===== config.mk =====
export PLATFORM = sky130hd
export DESIGN_NAME = modulo_unit
export DESIGN_NICKNAME = d
export VERILOG_FILES = /design/src/rtl/modulo_unit.sv
export SDC_FILE = /design/constraint.sdc
export NUM_CORES = 1
export LEC_CHECK = 0
export CORE_ASPECT_RATIO = 0.6
export CORE_MARGIN = 2
export CORE_UTILIZATION = 40
export CTS_BUF_LIST = sky130_fd_sc_hd__clkbuf_8
export CTS_CLUSTER_SIZE = 16
export DETAILED_ROUTE_END_ITERATION = 16
export PLACE_DENSITY = 0.66
export SLEW_MARGIN = 40
export SYNTH_ARGS = -nofsm -noshare
export SYNTH_HDL_FRONTEND = slang
export SYNTH_SLANG_ARGS = --single-unit

===== constraint.sdc =====
create_clock -name clk -period 3 [get_ports clk]
set_clock_uncertainty 0.15 [all_clocks]
set_input_delay 0.45 -clock clk [delete_from_list [all_inputs] [get_ports clk]]
set_output_delay 0.45 -clock clk [all_outputs]
set_load 0.05 [all_outputs]

===== src/rtl/modulo_unit.sv =====
`default_nettype none
// ============================================================================
// Module   : modulo_unit
// Purpose  : Sequential restoring divider. Produces a mod b and a / b, one
//            quotient bit per clock, behind a level start/ready handshake.
// Revision : 1.0 - initial release
// ============================================================================
module modulo_unit #(
    parameter int WIDTH = 8
) (
    input  logic             clk,
    input  logic             rst,
    input  logic             modulo_start_i,
    input  logic [WIDTH-1:0] operand_a_i,
    input  logic [WIDTH-1:0] operand_b_i,
    output logic             modulo_ready_o,
    output logic [WIDTH-1:0] remainder_o,
    output logic [WIDTH-1:0] quotient_o,
    output logic             div_by_zero_o,
    output logic             busy_o
);

    localparam int CNT_W = $clog2(WIDTH + 1);

    typedef enum logic [1:0] {
        IDLE = 2'd0,
        CALC = 2'd1,
        DONE = 2'd2
    } state_t;

    state_t             r_state;
    state_t             w_next_state;

    logic [WIDTH-1:0]   r_a_w;
    logic [WIDTH-1:0]   r_b_w;
    logic [WIDTH-1:0]   r_rem_w;
    logic [CNT_W-1:0]   r_cnt;

    logic               r_ready;
    logic [WIDTH-1:0]   r_rem;
    logic [WIDTH-1:0]   r_quo;
    logic               r_dbz;
    logic               r_busy;

    logic [WIDTH:0]     w_t;
    logic               w_ge;
    logic [WIDTH-1:0]   w_sub;
    logic [WIDTH-1:0]   w_rem_next;
    logic [WIDTH-1:0]   w_a_next;
    logic               w_last;

    // The compare is one bit wider than the operands so the shifted partial
    // remainder cannot overflow; the difference itself always fits in WIDTH.
    assign w_t        = {r_rem_w, r_a_w[WIDTH-1]};
    assign w_ge       = (w_t >= {1'b0, r_b_w});
    assign w_sub      = w_t[WIDTH-1:0] - r_b_w;
    assign w_rem_next = w_ge ? w_sub : w_t[WIDTH-1:0];
    assign w_a_next   = {r_a_w[WIDTH-2:0], w_ge};
    assign w_last     = (r_cnt == CNT_W'(1));

    always_ff @(posedge clk) begin
        if (rst) begin
            r_state <= IDLE;
        end else begin
            r_state <= w_next_state;
        end
    end

    always_comb begin
        w_next_state = r_state;
        case (r_state)
            IDLE: begin
                if (modulo_start_i) begin
                    w_next_state = (operand_b_i == '0) ? DONE : CALC;
                end
            end
            CALC: begin
                if (w_last) begin
                    w_next_state = DONE;
                end
            end
            DONE: begin
                if (!modulo_start_i) begin
                    w_next_state = IDLE;
                end
            end
            default: w_next_state = IDLE;
        endcase
    end

    always_ff @(posedge clk) begin
        if (rst) begin
            r_a_w   <= '0;
            r_b_w   <= '0;
            r_rem_w <= '0;
            r_cnt   <= '0;
            r_ready <= 1'b0;
            r_rem   <= '0;
            r_quo   <= '0;
            r_dbz   <= 1'b0;
            r_busy  <= 1'b0;
        end else begin
            case (r_state)
                IDLE: begin
                    if (modulo_start_i) begin
                        r_a_w   <= operand_a_i;
                        r_b_w   <= operand_b_i;
                        r_rem_w <= '0;
                        r_cnt   <= CNT_W'(WIDTH);
                        if (operand_b_i == '0) begin
                            r_rem   <= operand_a_i;
                            r_quo   <= '1;
                            r_dbz   <= 1'b1;
                            r_ready <= 1'b1;
                        end else begin
                            r_busy  <= 1'b1;
                        end
                    end
                end
                CALC: begin
                    r_a_w   <= w_a_next;
                    r_rem_w <= w_rem_next;
                    r_cnt   <= r_cnt - CNT_W'(1);
                    if (w_last) begin
                        r_rem   <= w_rem_next;
                        r_quo   <= w_a_next;
                        r_dbz   <= 1'b0;
                        r_busy  <= 1'b0;
                        r_ready <= 1'b1;
                    end
                end
                DONE: begin
                    // Ready holds until start is seen low, so a held start never re-triggers.
                    if (!modulo_start_i) begin
                        r_ready <= 1'b0;
                    end
                end
                default: ;
            endcase
        end
    end

    assign modulo_ready_o = r_ready;
    assign remainder_o    = r_rem;
    assign quotient_o     = r_quo;
    assign div_by_zero_o  = r_dbz;
    assign busy_o         = r_busy;

endmodule
`default_nettype wire


==> metrics.txt, run 1 <==
DRC errors left=0; cts repair resizes=0; Worst Path Max Fanout=16; die area=slightly above 0.007 mm^2; final core utilization=51.0%; n_diodes=0; GR Overflow Total=0; pwr/cell area=approximately 970 mW/mm^2; Max transition margin=66.3%; Netlist cell types=45; initial antenna violation count=0; All-Layer GR Usage=19.3%; max-slew violations=0; Critical Path Source Type=register; Hold Path Class=register to register; Seq pwr share=between 20% and 30%; Synth Area per Inst=just over 8 um^2; Vias=between 2,000 and 2,500; leakage power=between 1 and 1.5 nW; Area Growth Syn to Fin=20.8%; Detailed Place HPWL=4980 um; DP Area=~0.0031 mm^2; DIE WIDTH=approximately 110 um; worst slew pin tran=around 0.5 ns; Psw=1.44 mW; core area=between 0.006 and 0.007 mm^2; post-layout minimum cycle time=2.59 ns; Post-CTS Setup Bufs=0; worst endpoint required time=between 3 and 4 ns; Die Y=between 60 and 70 um; GP Congestion=0.921; setup tns final=0 ns; CTS sink cnt=between 40 and 50; Syn Nets=359; fin area=0.00318 mm^2; Net Sw Frac=46.8%; DR iter-0 viols=between 100 and 150; IO Pins=38; VDD IR max=just over 0.5 mV; largest net degree at the start of global routing=31; #FFs+latches synth=49; crit path kind=register to register; post-synth top area share=a little under two fifths; Rows=22; antenna viol nets, final=0; Final period util=86.4%; Routed Wire Length=between 6000 and 7000 um; synthesized cell area=~0.0026 mm^2; Ys Warns=0; P_int=~1.6 mW; dpl ws=~0.4 ns; first-pass GRT wire length=10,700 um; DR pass1 iterations=4; Post-synth EDFFs=0; asr flop ratio synth=0%; vias per inst=roughly 5.4; clock latency at the later pin of the worst-skew pair=0.31 ns; top_reg_cell synth=dfxtp_1; clock transition at the registers of the reported paths=roughly 0.090 ns; Max Cap Viol=0; wire per inst=around 15 um; Clock power frac=roughly 13%; fin nets=391; Gate power share=~57%; Longest Clk Path Bufs=2; area leader, netlist=dfxtp_1; clk root buf=clkbuf_8; CTS tree=yes; H-tree Lvls=2; vias in the first global route=~2,100; share of cells above drive strength 1=approximately 5.6%; Critical Path AT=between 2 and 3 ns; register area share after synthesis=a little under two fifths; filler cell count=between 600 and 700; Mapped Cells=approximately 330; outcome=complete, no violations; port buffer count=37; RSZ-0062 raised after global routing=no; final hold vios=0; Initial Utilization=42.2%; PnR worst setup slack=0.407 ns; CTS Buf Count=5; max frequency=386 MHz; Hold Buf Count CTS=0; Synth area leaders=dfxtp_1, a21oi_1, ha_1; # setup viols final=0; Setup crit end kind=register
-- cells in the final DEF, fill, tap and decap left out, drive strengths merged, types with 2 or more instances in the layout --
cell type	netlist	final
nand2b	2	2
nor2b	4	4
o31a	2	2
nand3	16	16
o21a	2	2
dfxtp	49	49
ha	13	13
and3	3	3
nor3	7	7
o211ai	3	3
mux2i	12	12
a22oi	2	2
nor2	32	32
nand2	36	36
a311oi	4	4
a2bb2oi	3	3
a211oi	15	15
a21o	8	8
a21oi	35	35
o21ai	22	22
buf	4	7
clkbuf	15	6
a31o	2	2
inv	19	20
nor4	2	2
clkdlybuf4s50	0	37
-- final cells by class --
type                            count  area (um^2)  area share (%)
Multi-Input combinational cell    239         1510            47.3
Sequential cell                    49          981            30.8
Timing Repair Buffer               44          435            13.7
Tap cell                           84          105            3.30
Clock buffer                        6         82.6            2.59
Inverter                           19         71.3            2.24
Clock inverter                      1         3.75           0.118
-- synth_stat cells, drive strengths merged (3+ instances only) --
master and n:
o21ai 22, nor3 7, and3 3, a21oi 35, inv 19, a211oi 15
nand2 36, nand3 16, mux2i 12, clkbuf 15, a21o 8, a2bb2oi 3
nor2 32, dfxtp 49, a311oi 4, o211ai 3, buf 4, nor2b 4
ha 13
-- worst max-delay path: stages, from the launching register on --
cell and delay [ns]:
dfxtp_1 0.35, inv_1 0.07, ha_1 0.38, and3_1 0.20
and3_2 0.24, a21oi_4 0.44, nor3_1 0.15, a211oi_1 0.36
o32ai_1 0.12
-- metal layers --
| layer | wire, um | GRT usage, % |
|---|---|---|
| met1 | 3650 | 28.7 |
| met2 | 2600 | 27.3 |
| met3 | 384 | 4.40 |
| met4 | 85 | 5.61 |
| met5 | 0 | 0 |
-- state kept, by name, summed over array words and instances (netlist names), 2 cells and up --
signal	cells
quotient_o	8
r_a_w	8
r_b_w	8
r_rem_w	8
remainder_o	8
r_cnt	4
r_state	2
-- final timing paths --
check                              startpoint             end  slack (ns)  cells past startpoint
worst max-delay path                 r_b_w[6]  remainder_o[7]        0.41                      8
worst min-delay path            quotient_o[5]   quotient_o[5]        0.30                      2
worst max register to register       r_b_w[6]  remainder_o[7]        0.41                      8
worst min register to register  quotient_o[5]   quotient_o[5]        0.30                      2
-- stage by stage --
stage | instances | hold WS (ns) | total power [mW]
3_5_place_dp | 435 | 0.296 | 2.68
2_1_floorplan | 326 | 0.286 | 2.23
3_3_place_gp | 435 | 0.294 | 2.66
4_1_cts | 442 | 0.308 | 3.08
6_report | 442 | 0.304 | 3.08
5_1_grt | 442 | 0.322 | 3.31
-- power by group through the flow --
stage / clock [mW] / combinational [mW] / sequential (mW)
6_report: 0.399 / 1.77 / 0.913
3_3_place_gp: 0 / 1.73 / 0.922
2_1_floorplan: 0 / 1.17 / 1.06
3_5_place_dp: 0 / 1.76 / 0.925
5_1_grt: 0.428 / 1.94 / 0.933
4_1_cts: 0.410 / 1.76 / 0.911
-- cell families after synthesis --
kind of cell             after synthesis  share of synthesized area (%)
AO/OA/AOI/OAI                        104                           25.7
XOR/XNOR                               2                          0.665
adder cells (fa/ha/maj)               14                           6.93
buffers and inverters                 38                           5.70
flip-flops                            49                           37.2
multiplexers                          12                           4.56
AND/OR/NAND/NOR                      107                           19.3
Power figures use the tool's default switching activity.
==> inputs of run 2 (changes only) <==
--- a/config.mk
+++ b/config.mk
@@ -11,7 +11,7 @@
 export CTS_BUF_LIST = sky130_fd_sc_hd__clkbuf_8
 export CTS_CLUSTER_SIZE = 16
 export DETAILED_ROUTE_END_ITERATION = 16
-export PLACE_DENSITY = 0.66
+export PLACE_DENSITY = 0.62
 export SLEW_MARGIN = 40
 export SYNTH_ARGS = -nofsm -noshare
 export SYNTH_HDL_FRONTEND = slang
==> run 2 against run 1 <==
  * Register-to-register slack hardly changed
  * Sequential power is essentially flat
  * Sequential share of layout area fell by 0.11 points
  * Non-clock buffer count grew 1
  * Critical endpoint is now remainder_o[2]
  * Highest routed layer unchanged
==> metrics.txt, run 2 (synthesis results as in run 1) <==
most frequent cells in the layout=dfxtp_1, clkdlybuf4s50_1, nand2_1, a21oi_1, nor2_1; Seq pwr share=between 20% and 30%; die area=0.00728 mm^2; Die Y=~67 um; Initial Utilization=a little over two fifths; vias per inst=between 5 and 6; Longest Clk Path Bufs=2; worst slew pin tran=between 0.5 and 0.6 ns; clock latency at the later pin of the worst-skew pair=0.30 ns; setup tns final=0 ns; port buffer count=37; Routed Wire Length=~6700 um; Final period util=around 86%; P_int=1.65 mW; Max Cap Viol=0; commonest non-fill, non-tap cell in the layout=dfxtp_1; final hold vios=0; DR iter-0 viols=between 100 and 150; antenna viol nets, final=0; CTS sink cnt=a little under 50; H-tree Lvls=2; CTS tree=yes; Max transition margin=between 60 and 70%; CTS Buf Count=5; GP Congestion=between 0.7 and 0.8; pwr/cell area=971 mW/mm^2; Area Growth Syn to Fin=21.2%; Psw=1.46 mW; cts repair resizes=0; Hold Buf Count CTS=0; GR Overflow Total=0; Critical Path Source Type=register; wire per inst=approximately 15 um; clk root buf=clkbuf_8; largest net degree at the start of global routing=29; DIE WIDTH=109 um; crit path kind=register to register; Detailed Place HPWL=approximately 5000 um; share of cells above drive strength 1=6.39%; fin nets=around 400; clock transition at the registers of the reported paths=~0.10 ns; VDD IR max=around 0.47 mV; IO Pins=38; Setup crit end kind=register; initial antenna violation count=0; DR pass1 iterations=4; Net Sw Frac=a little under half; Critical Path AT=approximately 2.6 ns; max-slew violations=0; Hold Path Class=register to register; Rows=22; n_diodes=0; worst endpoint required time=just over 3 ns; vias in the first global route=between 2,000 and 2,500; max frequency=between 300 and 400 MHz; core area=around 0.0062 mm^2; All-Layer GR Usage=around 20%; DRC errors left=0; Gate power share=approximately 58%; dpl ws=0.386 ns; Post-CTS Setup Bufs=0; RSZ-0062 raised after global routing=no; outcome=complete, no violations; Vias=roughly 2,400; first-pass GRT wire length=~11,000 um; Clock power frac=12.9%; PnR worst setup slack=about 0.42 ns; post-layout minimum cycle time=around 2.6 ns; # setup viols final=0; Worst Path Max Fanout=10; leakage power=roughly 1.2 nW
## run 2: layout make-up
type	instances	area, um^2
fillers	613	3050
multi-input cells	239	1510
flip-flops and latches	49	981
repair buffers	45	443
well taps	84	105
inverters	19	71.3
clock buffers	5	68.8
clock inverters	3	21.3
## run 2: final timing paths
kind	startpoint	to	slack, ns	cells past startpoint
hold reg to reg	r_b_w[1]	r_b_w[1]	0.31	2
setup reg to reg	r_b_w[4]	remainder_o[2]	0.42	8
hold / removal	r_b_w[1]	r_b_w[1]	0.31	2
setup / recovery	r_b_w[4]	remainder_o[2]	0.42	8
## run 2: worst max-delay path, cell delays in order (launching register included)
cell and delay, ns:
dfxtp_1 0.35, inv_1 0.08, ha_1 0.36, a21oi_1 0.35, o211ai_1 0.19, a21oi_4 0.35, mux2i_1 0.31, nor2_1 0.08
o31a_1 0.27
## run 2: layer usage
metal  up-vias  global-route usage [%]  routed length [um]
met4         0                    4.17                  42
li1       1219                       -                   -
met5         -                       0                   0
met3         7                    4.21                 341
met1      1087                    29.8                3560
met2        45                    28.9                2720
## run 2: per-stage QoR
| stage | cells | instance area, um^2 | hold WS (ns) | utilization [%] | power, mW |
|---|---|---|---|---|---|
| finish | 444 | 3200 | 0.307 | 51.1 | 3.10 |
| global route | 444 | 3200 | 0.322 | 51.1 | 3.38 |
| CTS | 444 | 3200 | 0.310 | 51.1 | 3.11 |
| detailed placement | 436 | 3110 | 0.297 | 49.7 | 2.70 |
| global placement | 436 | 3110 | 0.292 | 49.7 | 2.68 |
| floorplan | 326 | 2640 | 0.286 | - | 2.23 |
## run 2: power by group through the flow
stage	clock [mW]	sequential [mW]	combinational (mW)
detailed placement	0	0.930	1.77
global route	0.444	0.938	1.99
CTS	0.409	0.915	1.78
global placement	0	0.924	1.76
floorplan	0	1.06	1.17
finish	0.400	0.915	1.79
==> inputs of run 3 (changes only) <==
--- a/config.mk
+++ b/config.mk
@@ -5,6 +5,7 @@
 export SDC_FILE = /design/constraint.sdc
 export NUM_CORES = 1
 export LEC_CHECK = 0
+export CAP_MARGIN = 20
 export CORE_ASPECT_RATIO = 0.6
 export CORE_MARGIN = 2
 export CORE_UTILIZATION = 40
==> results of run 3 <==
Same layout as run 2: the final DEF is identical, and so are final timing and power.
